`config.mk`:
```
export PLATFORM = sky130hd
export DESIGN_NAME = s2p_frame_rx
export DESIGN_NICKNAME = d
export VERILOG_FILES = /design/src/rtl/s2p_frame_rx_pkg.sv /design/src/rtl/s2p_byte_fifo.sv /design/src/rtl/s2p_frame_rx.sv
export SDC_FILE = /design/constraint.sdc
export NUM_CORES = 1
export LEC_CHECK = 0
export CAP_MARGIN = 20
export CELL_PAD_IN_SITES_DETAIL_PLACEMENT = 0
export CELL_PAD_IN_SITES_GLOBAL_PLACEMENT = 2
export CORE_AREA = 2 2 95 97
export CTS_CLUSTER_SIZE = 25
export DETAILED_ROUTE_END_ITERATION = 10
export DIE_AREA = 0 0 97 99
export GPL_TIMING_DRIVEN = 0
export HOLD_SLACK_MARGIN = 0.05
export PLACE_DENSITY = 0.84
export SLEW_MARGIN = 10
export SYNTH_ARGS = -nofsm -noshare
export SYNTH_HDL_FRONTEND = slang
export SYNTH_HIERARCHICAL = 1
export SYNTH_SLANG_ARGS = --single-unit
```
`constraint.sdc`:
```
create_clock -name clk -period 3.4 [get_ports clk]
set_input_delay 0.51 -clock clk [delete_from_list [all_inputs] [get_ports clk]]
set_output_delay 0.51 -clock clk [all_outputs]
set_load 0.005 [all_outputs]
```
`src/rtl/s2p_frame_rx_pkg.sv`:
```
// Shared types and constants for the serial-to-parallel frame receiver.
package s2p_frame_rx_pkg;

   localparam int unsigned BYTE_W = 8;

   typedef enum logic [1:0] {
      IDLE    = 2'd0,
      SHIFT   = 2'd1,
      DISCARD = 2'd2
   } state_e;

   typedef struct packed {
      logic              last;
      logic [BYTE_W-1:0] data;
   } fifo_entry_t;

endpackage

```
`src/rtl/s2p_byte_fifo.sv`:
```
// Synchronous byte FIFO; a push while full succeeds only if a pop happens in the same cycle.
module s2p_byte_fifo
   import s2p_frame_rx_pkg::*;
#(
   parameter int unsigned DEPTH = 4
) (
   input  logic        clk,
   input  logic        reset,
   input  logic        push,
   input  fifo_entry_t push_entry,
   input  logic        pop,
   output fifo_entry_t head,
   output logic        full,
   output logic        empty
);

   localparam int unsigned PTR_W = $clog2(DEPTH) + 1;

   fifo_entry_t      mem_q [DEPTH];
   logic [PTR_W-1:0] wr_ptr_q, wr_ptr_d;
   logic [PTR_W-1:0] rd_ptr_q, rd_ptr_d;
   logic             wr_en;
   logic             rd_en;

   // Status flags from the extra pointer wrap bit.
   assign empty = (wr_ptr_q == rd_ptr_q);
   assign full  = (wr_ptr_q[PTR_W-1] != rd_ptr_q[PTR_W-1]) &&
                  (wr_ptr_q[PTR_W-2:0] == rd_ptr_q[PTR_W-2:0]);

   // Head is forced to zero while empty so outputs read 0 after reset.
   assign head = empty ? '0 : mem_q[rd_ptr_q[PTR_W-2:0]];

   // Write/read enables and pointer next state.
   always_comb begin
      wr_en    = push && (!full || pop);
      rd_en    = pop && !empty;
      wr_ptr_d = wr_ptr_q;
      rd_ptr_d = rd_ptr_q;
      if (wr_en) wr_ptr_d = wr_ptr_q + PTR_W'(1);
      if (rd_en) rd_ptr_d = rd_ptr_q + PTR_W'(1);
   end

   // Pointer registers.
   always_ff @(posedge clk) begin
      if (reset) begin
         wr_ptr_q <= '0;
         rd_ptr_q <= '0;
      end else begin
         wr_ptr_q <= wr_ptr_d;
         rd_ptr_q <= rd_ptr_d;
      end
   end

   // Storage array; contents are don't-care until written.
   always_ff @(posedge clk) begin
      if (wr_en) mem_q[wr_ptr_q[PTR_W-2:0]] <= push_entry;
   end

endmodule

```
`src/rtl/s2p_frame_rx.sv`:
```
// Frame receive controller: assembles MSB-first bytes inside a frame window and queues them.
module s2p_frame_rx
   import s2p_frame_rx_pkg::*;
#(
   parameter int unsigned DEPTH     = 4,
   parameter int unsigned MAX_BYTES = 16
) (
   input  logic              clk,
   input  logic              reset,
   input  logic              frame,
   input  logic              bit_valid,
   input  logic              bit_data,
   output logic [BYTE_W-1:0] m_data,
   output logic              m_last,
   output logic              m_valid,
   input  logic              m_ready,
   output logic              err_partial,
   output logic              err_overflow,
   output logic              err_long,
   output logic              busy
);

   localparam int unsigned CNT_W = $clog2(MAX_BYTES + 1);

   // The shift register keeps the first seven bits; the eighth goes straight to pending.
   state_e              state_q, state_d;
   logic [BYTE_W-2:0]   shift_q, shift_d;
   logic [2:0]          bitcnt_q, bitcnt_d;
   logic [CNT_W-1:0]    bytecnt_q, bytecnt_d;
   logic [BYTE_W-1:0]   pend_q, pend_d;
   logic                pend_vld_q, pend_vld_d;
   logic                frame_prev_q;
   logic                err_partial_q, err_partial_d;
   logic                err_overflow_q, err_overflow_d;
   logic                err_long_q, err_long_d;
   logic                busy_q, busy_d;

   logic                push;
   fifo_entry_t         push_entry;
   fifo_entry_t         head;
   logic                fifo_full;
   logic                fifo_empty;
   logic                at_max;

   assign at_max = (bytecnt_q == CNT_W'(MAX_BYTES));

   // Next-state, byte assembly and push decisions.
   always_comb begin
      state_d         = state_q;
      shift_d         = shift_q;
      bitcnt_d        = bitcnt_q;
      bytecnt_d       = bytecnt_q;
      pend_d          = pend_q;
      pend_vld_d      = pend_vld_q;
      push            = 1'b0;
      push_entry.last = 1'b0;
      push_entry.data = pend_q;
      err_partial_d   = 1'b0;
      err_long_d      = 1'b0;

      unique case (state_q)
         IDLE: begin
            if (frame) begin
               if (frame_prev_q) begin
                  // Frame was already high coming out of reset: wait for it to drop.
                  state_d = DISCARD;
               end else begin
                  state_d = SHIFT;
                  if (bit_valid) begin
                     shift_d  = {{(BYTE_W-2){1'b0}}, bit_data};
                     bitcnt_d = 3'd1;
                  end else begin
                     bitcnt_d = 3'd0;
                  end
               end
            end
         end

         SHIFT: begin
            if (!frame) begin
               push            = pend_vld_q;
               push_entry.last = 1'b1;
               err_partial_d   = (bitcnt_q != 3'd0);
               shift_d         = '0;
               bitcnt_d        = '0;
               bytecnt_d       = '0;
               pend_vld_d      = 1'b0;
               state_d         = IDLE;
            end else if (bit_valid) begin
               shift_d  = {shift_q[BYTE_W-3:0], bit_data};
               bitcnt_d = bitcnt_q + 3'd1;
               // At the byte limit the pending byte is held, since it can only be last.
               if (pend_vld_q && (bitcnt_q == 3'd0) && !at_max) begin
                  push       = 1'b1;
                  pend_vld_d = 1'b0;
               end
               if (bitcnt_q == 3'd7) begin
                  if (at_max) begin
                     push            = pend_vld_q;
                     push_entry.last = 1'b1;
                     err_long_d      = 1'b1;
                     shift_d         = '0;
                     bitcnt_d        = '0;
                     bytecnt_d       = '0;
                     pend_vld_d      = 1'b0;
                     state_d         = DISCARD;
                  end else begin
                     pend_d     = {shift_q, bit_data};
                     pend_vld_d = 1'b1;
                     bytecnt_d  = bytecnt_q + CNT_W'(1);
                  end
               end
            end
         end

         DISCARD: begin
            if (!frame) state_d = IDLE;
         end

         default: state_d = IDLE;
      endcase

      // When full, m_valid is high, so a pop happens exactly when m_ready is high.
      err_overflow_d = push && fifo_full && !m_ready;
      busy_d         = (state_d != IDLE) || pend_vld_d;
   end

   // State and datapath registers.
   always_ff @(posedge clk) begin
      if (reset) begin
         state_q        <= IDLE;
         shift_q        <= '0;
         bitcnt_q       <= '0;
         bytecnt_q      <= '0;
         pend_q         <= '0;
         pend_vld_q     <= 1'b0;
         frame_prev_q   <= 1'b1;
         err_partial_q  <= 1'b0;
         err_overflow_q <= 1'b0;
         err_long_q     <= 1'b0;
         busy_q         <= 1'b0;
      end else begin
         state_q        <= state_d;
         shift_q        <= shift_d;
         bitcnt_q       <= bitcnt_d;
         bytecnt_q      <= bytecnt_d;
         pend_q         <= pend_d;
         pend_vld_q     <= pend_vld_d;
         frame_prev_q   <= frame;
         err_partial_q  <= err_partial_d;
         err_overflow_q <= err_overflow_d;
         err_long_q     <= err_long_d;
         busy_q         <= busy_d;
      end
   end

   s2p_byte_fifo #(.DEPTH(DEPTH)) u_fifo (
      .clk        (clk),
      .reset      (reset),
      .push       (push),
      .push_entry (push_entry),
      .pop        (m_ready),
      .head       (head),
      .full       (fifo_full),
      .empty      (fifo_empty)
   );

   assign m_valid      = !fifo_empty;
   assign m_data       = head.data;
   assign m_last       = head.last;
   assign err_partial  = err_partial_q;
   assign err_overflow = err_overflow_q;
   assign err_long     = err_long_q;
   assign busy         = busy_q;

endmodule
```
==> impl.org, run 1 <==
** Flow run
- Across the run, the number of max-cap violations was 0.

** STA
- Final Max Slew Viols :: 0
- Fin worst setup slack :: about 0.61 ns
- Worst relative slew slack :: between 40% and 50%
- Aggregate negative setup slack :: 0 ns
- The number of hold-slack violations in the final timing report came to 0.
- Unrepaired setup endpoints after global routing :: false
- Setup violations remaining at the end of the flow were counted as 0.
- At the pin with the least slew margin, the transition time is between 0.8 and 0.9 ns.
- Maximum operating frequency :: between 0.3 and 0.4 GHz
- Post-route minimum period :: approximately 2.8 ns
- The clock arrives with ~0.011 ns of skew.
- The worst path uses approximately 82% of the clock period.

** Logic synthesis
- Instance count of the mapped netlist :: approximately 270
- Flip-flop and latch count after synthesis :: 75
- During synthesis, Yosys emitted a total of 6 warnings.
- Summing the sequential cell areas from Yosys gives between 50% and 60% of the chip area.
- Post-synthesis cell type with the largest combined area :: edfxtp_1
- Of all flip-flops after synthesis, the portion carrying an async set or reset was 0%.
- The top cell type by area accounts for between 30% and 40% of the synthesized area.
- The number of nets handed over by synthesis was approximately 280.
- By area the synthesized netlist is led by edfxtp_1 33%, dfxtp_1 24%, mux4_2 6.2%.
- The synthesized design contains 36 enable-type register cells.
- Number of distinct library cells after synthesis :: approximately 50
- Avg Cell Area, Syn :: about 12 um^2
- The most used flip-flop cell after synthesis is dfxtp_1.
- Area of the mapped netlist :: approximately 3300 um^2

** Place
- Placed Instance Area :: 3580 um^2
- At the placement stage, the worst setup path has a slack of approximately 0.57 ns.
- RePlAce Congestion :: about 0.80
- Port buffering added 18 buffers.
- Placed Cells :: a little under 400
- After legalization and detailed placement, the total HPWL measured around 4200 um.

** Worst setup path
- Kind of end point of the critical path :: flip-flop
- Data on the critical path arrives at its endpoint at between 2 and 3 ns.
- Data required time of the critical path :: 3.46 ns
- Worst setup path category :: reg2reg
- Along the worst path, the maximum fanout reaches 8.
- Startpoint types :: flip-flop

** Detailed routing
- In the final routed layout, each cell accounts on average for approximately 14 um.
- Overall via count from detail_route :: approximately 2100
- Wires add up to slightly below 6000 um.
- In the routed design, unresolved DRC markers number 0.
- Detail-routed via count per cell :: roughly 5.0
- Starting DRC count in detailed routing :: 65
- For this run, the detailed router's first-pass iteration total came to 6.
- Antenna violation net count after detailed routing :: 0

** Cells and area
- At the end of the flow, the number of nets in the layout was 313.
- Non-filler instance count after layout :: between 400 and 500
- Ant. Diodes :: 0
- In the final layout, the share of cells above drive strength 1 is between 10% and 20%.
- Commonest non-fill, non-tap cell in the layout :: dfxtp_1
- Leaving out fill and tap cells, the most frequent cells in the layout are 39 x dfxtp_1, 36 x edfxtp_1, 19 x nor2_1.
- Post-route cell area :: between 3000 and 4000 um^2
- Area growth from synthesis to layout :: 16.2%

** Clocking
- Worst-Skew Late Latency :: 0.34 ns
- Clock tree synthesis inserted a total of 9 buffers.
- TritonCTS built the clock tree.
- Buffers inserted during post-CTS setup optimization :: 0
- The H-tree was split into 3 levels.
- Clock tree synthesis selected as its root buffer the cell clkbuf_8.
- In this run the deepest clock path goes through 2 buffers.
- Once the clock tree was built, the resizer swapped 0 gates to a different size.
- Cts hold-fix bufs :: 0
- CTS saw 75 sinks.
- Clock Pin Slew Worst Setup and Hold Paths :: ~0.090 ns

** Floorplan
- After floorplanning, the core was sized to cover ~8600 um^2.
- Number of placement rows :: 34
- In this run the count of I/O pins placed on the die edge is 20.
- The die is just under 100 um tall.
- The floorplan step defined a die boundary enclosing around 9600 um^2.
- Initial core utilization :: a little under two fifths
- The die is between 90 and 100 um wide.

** GRT
- Summed over all layers, the global routing overflow is 0.
- Across every metal layer, demand over resource in global routing totals approximately an eighth.
- Maximum number of pins on one net before global-route repair :: 16
- Vias in the first global route :: between 1500 and 2000
- First-pass GRT wire length :: 9960 um
- Number of antenna violations at the first check in global routing :: 0

** Power and ir drop
- Worst IR Drop VDD :: roughly 0.00024 V
- For this design the ratio of total power to cell area is 492 nW/um^2.
- Post-layout total power :: 1860 uW
- The analysis attributes to cell leakage a power of roughly 0.0013 uW.

** Outcome
- The run finished with clean final reports.

** Hold path
- The min-delay analysis places its worst path in the category reg2reg.
[sequential cells by signal, indices dropped and copies added, names as in the netlist, named ones only]
register	flops
u_fifo/mem_q	36
err_partial	1
bytecnt_q	5
pend_q	8
state_q	2
pend_vld_q	1
busy	1
u_fifo/rd_ptr_q	3
err_long	1
err_overflow	1
frame_prev_q	1
shift_q	7
bitcnt_q	3
u_fifo/wr_ptr_q	3
[cell type report]
| class | instances | area [um^2] |
|---|---|---|
| Multi-Input combinational cell | 165 | 1280 |
| Sequential cell | 75 | 1860 |
| Timing Repair Buffer | 19 | 188 |
| Buffer | 12 | 63.8 |
| Fill cell | 792 | 4760 |
| Clock inverter | 7 | 82.6 |
| Inverter | 15 | 56.3 |
| Clock buffer | 9 | 124 |
| Tap cell | 108 | 135 |
[per-stage QoR]
stage	hold WS, ns	utilization (%)
after floorplan	0.436	-
after global placement	0.453	41.8
after detailed placement	0.453	41.9
after CTS	0.462	44.3
after global routing	0.494	44.3
final	0.458	44.3
[synth_stat cells (3+ instances only)]
master     n
buf_2      3
nor2_1    19
nand2_1   16
nand2b_1   3
dfxtp_1   39
nor2b_1   15
inv_1     14
ha_1      10
clkbuf_1   5
and2_1     5
edfxtp_1  36
nor3_1     5
a211oi_1   4
a21oi_1   15
mux2_2     4
nand3_1   10
xor2_1     3
mux2i_1   10
xnor2_1    3
mux4_2     9
o21ai_0    6
[metal layers]
metal	wire length, um	GRT usage, %	part of all wire, %
met1	2790	17.3	47
met5	0	0	0
met4	102	4.98	1.7
met2	2840	21.4	48
met3	194	2.98	3.3
[power by group]
| part | internal [uW] | switching, uW |
|---|---|---|
| Sequential | 947 | 9.20 |
| Clock | 352 | 356 |
| Combinational | 110 | 90.9 |
| Total | 1410 | 456 |
[logic make-up after synthesis]
family	synth area share (%)
DFF	57.1
AOI/OAI and AO/OA	8.55
and+or+nand+nor	14.1
xor gates and xnor gates	1.61
buffers and inverters	3.68
muxes	11.1
adders and majority gates	3.84
[path summary, 6_finish.rpt]
check	cells after the start	startpoint	slack (ns)	endpoint
worst max-delay path	10	bytecnt_q[0]	0.61	u_fifo/mem_q[3][0]
worst max register to register	10	bytecnt_q[0]	0.61	u_fifo/mem_q[3][0]
worst min register to register	2	shift_q[6]	0.46	shift_q[6]
worst min-delay path	2	shift_q[6]	0.46	shift_q[6]
[worst max-delay path, cell delays in order, from the launching register on]
cell      delay [ns]
dfxtp_1         0.41
inv_1           0.06
ha_1            0.19
and4bb_1        0.19
buf_6           0.14
mux2_2          0.21
a21oi_1         0.10
nor2_1          0.17
nand2_1         0.08
a41oi_1         0.68
buf_4           0.28
(Power assumes the default switching activity.)
==> run 2, diff against run 1 <==
- clock period: 3.4 -> 2.7 ns (I/O delays scaled with it)
==> run 2 against run 1 <==
  * Sequential share of layout area down 0.37 points
  * Clock skew about the same
  * Wire length increased by 0.61%
  * Critical path depth shrank 6
  * Clock-buffer cell count is the same
  * Combinational power rose by 29%
  * Core utilization grew 0.34 points
  * Worst setup slack got worse by 0.40 ns
  * Power rose by 26%
  * Non-clock buffer count unchanged
  * Critical endpoint is now m_last
  * Highest routed layer unchanged
==> impl.org, run 2 (synthesized netlist as in run 1, its figures left out) <==
** Outcome
- Run status :: complete, no violations

** Worst setup path
- Kind of end point of the critical path :: output port
- The critical path is of the reg2out type.
- Peak per-stage delay on the critical path :: between 0.5 and 0.6 ns
- Library cell contributing the largest single delay on the critical path :: mux4_2
- Of all nets on the critical path, the largest fanout is 9.
- The critical path goes through buf_2 > mux4_2 > nor2b_1 > clkdlybuf4s50_1.
- Buffers and inverters on the worst path :: 2
- STA puts the critical path data required time at ~2.3 ns.
- Startpoint types :: flip-flop
- CP arrival :: ~2.1 ns
- On the critical path the largest part of the delay comes from buffers and inverters.

** STA
- Final hold analysis gives a worst-case slack of 0.458 ns.
- The number of hold-slack violations in the final timing report was 0.
- Final Max Slew Viols :: 0
- The clock arrives with ~0.011 ns of skew.
- Setup violations remaining at the end of the flow were counted as 0.
- For the finished layout, the period the worst path requires is between 2 and 2.5 ns.
- For the final routed database, the setup TNS stands at 0 ns.
- Of the available clock period, the critical path in the final layout requires 92.3%.
- Worst relative slew slack :: a little under three fifths
- Maximum operating frequency :: 0.401 GHz
- Setup repair after global routing left no endpoint under its margin.
- At the pin with the least slew margin, the transition time is approximately 0.66 ns.

** Hold path
- The min-delay analysis places its worst path in the category reg2reg.

** Floorplan
- The floorplan step defined a die boundary enclosing 9600 um^2.
- Total I/O pin count :: 20
- The die is 97 um wide.
- The floorplan step set the die height to between 90 and 100 um.
- Number of placement rows :: 34
- Initial core utilization :: 38.1%
- After floorplanning, the core was sized to cover 8550 um^2.

** Power and ir drop
- In this run, the combinational gates consume a little over a tenth of the power.
- Switching share of power :: 24.5%
- The share of total power dissipated in sequential elements is a little over 50%.
- P_int :: ~1800 uW
- The analysis attributes to cell leakage a power of 0.00134 uW.
- Worst IR Drop VDD :: between 0.0002 and 0.0003 V
- In this run the power density over the cells is between 600 and 700 nW/um^2.
- Clock Power Share :: about 38%
- In this run the power spent charging and discharging nets is around 580 uW.

** Cells and area
- Ant. Diodes :: 0
- Flip-flop count of the largest register, all copies and words added :: 36
- Number of nets in the layout :: roughly 310
- Share of cells above drive strength 1 :: around 15%
- Counting the fill cells in the layout gives ~790.
- In the layout the commonest cells are 39 x dfxtp_1, 36 x edfxtp_1, 19 x nor2_1.
- Commonest non-fill, non-tap cell in the layout :: dfxtp_1
- From synthesis to final layout, the design area changed by 17.1%.
- Once layout is complete, the cells apart from fillers number between 400 and 500.

** GRT
- Overall Global Routing Usage :: 13.2%
- First-pass GRT wire length :: between 9000 and 10000 um
- Number of antenna violations at the first check in global routing :: 0
- Overall overflow remaining after global route :: 0
- Maximum number of pins on one net before global-route repair :: 16
- Vias in the first global route :: 1996

** Place
- Port buffer count :: 18
- The HPWL after detailed placement is roughly 4200 um.
- RePlAce Congestion :: 0.801
- Placed Cells :: approximately 400

** Detailed routing
- Antenna violation net count after detailed routing :: 0
- Remaining DRCs :: 0
- Detail-routed via count per cell :: about 5.0
- After detailed routing, the average wire length per cell comes to about 15 um.
- DR pass1 iterations :: 6
- Detailed routing inserted a total of 2064 vias.
- The detailed router finished its first iteration with slightly above 60 violations.
- Summed over all layers, the routed wires come to around 6000 um.

** Clocking
- TritonCTS created 9 clock buffers.
- The clock tree synthesis step divided the H-tree into 3 levels.
- Clock Pin Slew Worst Setup and Hold Paths :: 0.09 ns
- Worst-case clock buffer depth :: 2
- The later pin in the worst-skew pair is clocked with a latency of between 0.3 and 0.4 ns.
- TritonCTS clock tree :: yes
- The tree is rooted in a clkbuf_8.
- CTS Sinks :: between 70 and 80

** Flow run
- The tool flagged a number of max-cap violations equal to 0.
## run 2: cell counts in the layout (fill, tap and decap cells not counted)
Identical to the previous run, type by type.
## run 2: worst register-to-register path, stage by stage, from the launching register on
cell and delay, ns:
dfxtp_1 0.41, inv_1 0.06, ha_1 0.19, and4bb_1 0.19, buf_6 0.14, mux2_2 0.21, a21oi_1 0.10, nor2_1 0.17
nand2_1 0.12, a41oi_4 0.36, buf_4 0.22
## run 2: stage by stage
stage	setup WS, ns	total power (uW)	instance area (um^2)	util (%)
floorplan	0.226	1360	3260	-
global placement	-0.302	1490	3580	41.8
finish	0.208	2350	3820	44.7
CTS	0.0655	2380	3800	44.4
detailed placement	-0.129	1490	3580	41.9
global route	0.0540	2460	3820	44.7
## run 2: layout make-up
class | count | area, um^2 | area share (%)
Timing Repair Buffer | 19 | 188 | 4.91
Clock inverter | 7 | 82.6 | 2.16
Inverter | 15 | 56.3 | 1.47
Sequential cell | 75 | 1860 | 48.7
Buffer | 12 | 65.1 | 1.70
Multi-Input combinational cell | 165 | 1310 | 34.2
Tap cell | 108 | 135 | 3.54
Clock buffer | 9 | 124 | 3.24
## run 2: worst paths after layout
path	start	end	slack (ns)	cells past startpoint
worst max-delay path	flip-flop	m_last	0.21	4
worst min-delay path	shift_q[6]	shift_q[6]	0.46	2
worst max register to register	bytecnt_q[0]	u_fifo/mem_q[3][0]	0.25	10
worst min register to register	shift_q[6]	shift_q[6]	0.46	2
## run 2: what timing repair did
| action | 4_1_cts | 5_1_grt |
|---|---|---|
| buffers inserted | 0 | 0 |
| setup endpoints to repair | 8 | 33 |
| gates resized for setup | 2 | 5 |
| hold buffers | 0 | 0 |
| pin swaps | 0 | 0 |
## run 2: power groups by stage
stage               registers (uW)  logic (uW)  clock network (uW)
floorplan                     1230         135                   0
global placement              1230         256                   0
detailed placement            1230         259                   0
CTS                           1200         261                 915
global route                  1210         287                 964
finish                        1200         259                 890
## run 2: layer usage
layer,routed length [um],vias to the layer above,global-route usage [%]
met5,0,-,0
met4,102,0,4.98
met3,194,9,2.98
met2,2870,36,21.6
met1,2800,987,17.2
li1,-,1032,-
==> run 3, diff against run 2 <==
- CAP_MARGIN: 20 -> 5
==> run 3 against run 2 <==
  * Sequential power is essentially flat
  * Worst setup slack lost 0.023 ns
  * Clock skew grew 0.00089 ns
  * Via count shrank 1.2%
  * Combinational power is essentially flat
  * Power grew 0.42%
  * Hold slack gained 0.0017 ns
  * Maximum frequency shrank 0.93%
==> impl.org, run 3 (synthesized netlist as in run 1, its figures left out) <==
** Worst setup path
- The worst setup path is captured at an output port.
- Number of cells on the worst reg-to-reg path :: 10
- In this run the worst setup path terminates at m_data[5].
- The worst register-to-register path ends at u_fifo/wr_ptr_q[2].
- Library cell contributing the largest single delay on the critical path :: dfxtp_1
- Along the worst path, the maximum fanout reaches 10.
- Critical register-to-register path startpoint :: bytecnt_q[0]
- The setup check on the worst reg-to-reg path leaves a slack of approximately 0.19 ns.
- Worst setup path category :: reg2out
- Cell-by-cell listing of the critical path :: xor2_1 > nor3_1 > clkbuf_2 > nor2b_1 > clkdlybuf4s50_1
- Crit path from :: u_fifo/wr_ptr_q[0]
- Startpoint types :: flip-flop
- CP arrival :: approximately 2.1 ns
- STA puts the critical path data required time at approximately 2.3 ns.
- Peak per-stage delay on the critical path :: roughly 0.46 ns

** Power and ir drop
- Combinational group share of total power :: a little over a tenth
- Total power divided by cell area :: 620 nW/um^2
- IR analysis of the VDD net gives a maximum drop of between 0.0003 and 0.0004 V.
- P_int :: 1770 uW
- Net switching component of the power :: just under 600 uW
- The clock network is responsible for a little under two fifths of the overall power.
- Standby leakage power :: 0.00133 uW
- Switching share of power :: approximately 25%
- Sequential fraction of design power :: roughly 51%

** Detailed routing
- DR pass1 iterations :: 4
- The detailed router finished its first iteration with 46 violations.
- In the final routed layout, each cell accounts on average for between 10 and 15 um.
- After detailed routing, the number of vias per cell comes to around 5.
- Final routed wirelength across all metal layers :: between 5000 and 6000 um
- In this run the remaining antenna-violating nets after routing total 0.
- Overall via count from detail_route :: roughly 2000
- Remaining DRCs :: 0

** STA
- Across all hold checks on the routed design, the worst slack comes to approximately 0.46 ns.
- Setup slack on the critical path of the routed design comes to about 0.18 ns.
- Unrepaired setup endpoints after global routing :: false
- Measured against its own limit, the worst slew margin works out to a little under three fifths.
- The number of hold-slack violations in the final timing report came to 0.
- The number of max-slew violations in the final report is 0.
- Clock Skews :: 0.0118 ns
- Post-route minimum period :: 2.52 ns
- Of the available clock period, the critical path in the final layout requires roughly 93%.
- Maximum operating frequency :: ~0.40 GHz
- Transition time at the pin with the least slew margin :: around 0.64 ns
- Setup violations remaining at the end of the flow were counted as 0.
- For the final routed database, the setup TNS stands at 0 ns.

** Floorplan
- The region available for standard cell placement spans approximately 8600 um^2.
- Once the floorplan was initialized, standard cells occupied 38.1% of the core.
- The die covers between 9000 and 10000 um^2.
- The die is between 90 and 100 um tall.
- Pin placement for this block handled 20 I/O pins.
- Die width :: 97 um
- Number of placement rows :: 34

** Clocking
- Worst-Skew Late Latency :: roughly 0.35 ns
- No sink is reached through more buffers than the 2 on the longest clock path.
- Clock tree synthesis found a total of 75 sinks.
- TritonCTS built the clock tree.
- After clock tree synthesis, the clock-pin slew on the worst setup and hold paths is approximately 0.080 ns.
- Cts hold-fix bufs :: 0
- The H-tree generated during clock tree synthesis spans 3 levels.
- Root buffer selected by CTS :: clkbuf_8
- CTS buffer count :: 9

** Cells and area
- Commonest non-fill, non-tap cell in the layout :: dfxtp_1
- 0 antenna diodes ended up in the layout.
- Layout fillers :: between 700 and 800
- Highest-count cells in the layout ignoring fill and taps :: 39 x dfxtp_1, 36 x edfxtp_1, 19 x nor2_1
- Share of cells above drive strength 1 :: 14.6%
- The register with the most flip-flops in the layout has 36 of them.
- In the final design database the tool counted 312 nets.
- From synthesis to final layout, the design area changed by 16.7%.

** Place
- Pre-CTS setup slack :: -0.321 ns
- Port buffering added 18 buffers.
- Routability-driven placement finished with a final weighted congestion of between 0.8 and 0.9.
- The HPWL after detailed placement is ~4100 um.

** GRT
- The via count of the first global-routing pass came to around 2000.
- The first global-routing pass estimated roughly 10000 um of wire.
- Overall Global Routing Usage :: a little over an eighth
- The number of antenna violations at the first check in global routing was 0.
- Maximum number of pins on one net before global-route repair :: 16
- After global routing the overflow that remains totals 0.

** Hold path
- Worst hold path type :: reg2reg

** Flow run
- Maximum Capacitance Violations :: 0

** Outcome
- Run status :: complete, no violations
[run 3: what timing repair did]
item	in CTS	in global routing
buffers inserted	0	0
pin swaps	0	0
setup endpoints to repair	10	38
resized for setup	1	6
[run 3: layout make-up]
class / instances / area [um^2] / area share (%)
clock buffer: 9 / 124 / 3.25
clock inverter: 7 / 82.6 / 2.17
multi-input combinational: 165 / 1300 / 34.2
sequential: 75 / 1860 / 48.9
buffer: 12 / 65.1 / 1.71
tap: 108 / 135 / 3.55
timing repair buffer: 18 / 180 / 4.73
inverter: 15 / 56.3 / 1.48
[run 3: layer usage]
layer | GRT usage (%) | up-vias | routed length, um
met3 | 2.98 | 7 | 165
met4 | 5.20 | 0 | 85
li1 | - | 1028 | -
met5 | 0 | - | 0
met2 | 21.0 | 25 | 2870
met1 | 17.6 | 980 | 2810
[run 3: how the worst min path moves through the flow]
| stage | cells past startpoint | from | end | slack [ns] |
|---|---|---|---|---|
| after detailed placement | 2 | shift_q[6] | shift_q[6] | 0.45 |
| final | 2 | shift_q[6] | shift_q[6] | 0.46 |
| after global placement | 2 | shift_q[6] | shift_q[6] | 0.45 |
| after global routing | 2 | shift_q[3] | shift_q[3] | 0.50 |
| after floorplan | 2 | shift_q[6] | shift_q[6] | 0.44 |
| after CTS | 2 | shift_q[6] | shift_q[6] | 0.46 |
[run 3: per-stage QoR]
| stage | cells | power (uW) | util (%) | cell area, um^2 |
|---|---|---|---|---|
| 6_report | 409 | 2360 | 44.5 | 3810 |
| 5_1_grt | 409 | 2470 | 44.5 | 3810 |
| 4_1_cts | 409 | 2380 | 44.3 | 3790 |
| 3_5_place_dp | 393 | 1490 | 41.8 | 3580 |
| 3_3_place_gp | 393 | 1490 | 41.8 | 3580 |
| 2_1_floorplan | 267 | 1360 | - | 3260 |
[run 3: power by group through the flow]
stage | combinational (uW) | clock [uW] | sequential [uW]
5_1_grt | 283 | 977 | 1210
3_5_place_dp | 257 | 0 | 1230
3_3_place_gp | 256 | 0 | 1230
2_1_floorplan | 135 | 0 | 1230
4_1_cts | 259 | 920 | 1200
6_report | 256 | 902 | 1200
[run 3: critical path: cells and delay by family (launching register included)]
| family | cells | cell delay, ns |
|---|---|---|
| flops | 1 | 0.46 |
| buf+inv | 2 | 0.73 |
| xor+xnor | 1 | 0.15 |
| simple gates | 2 | 0.42 |
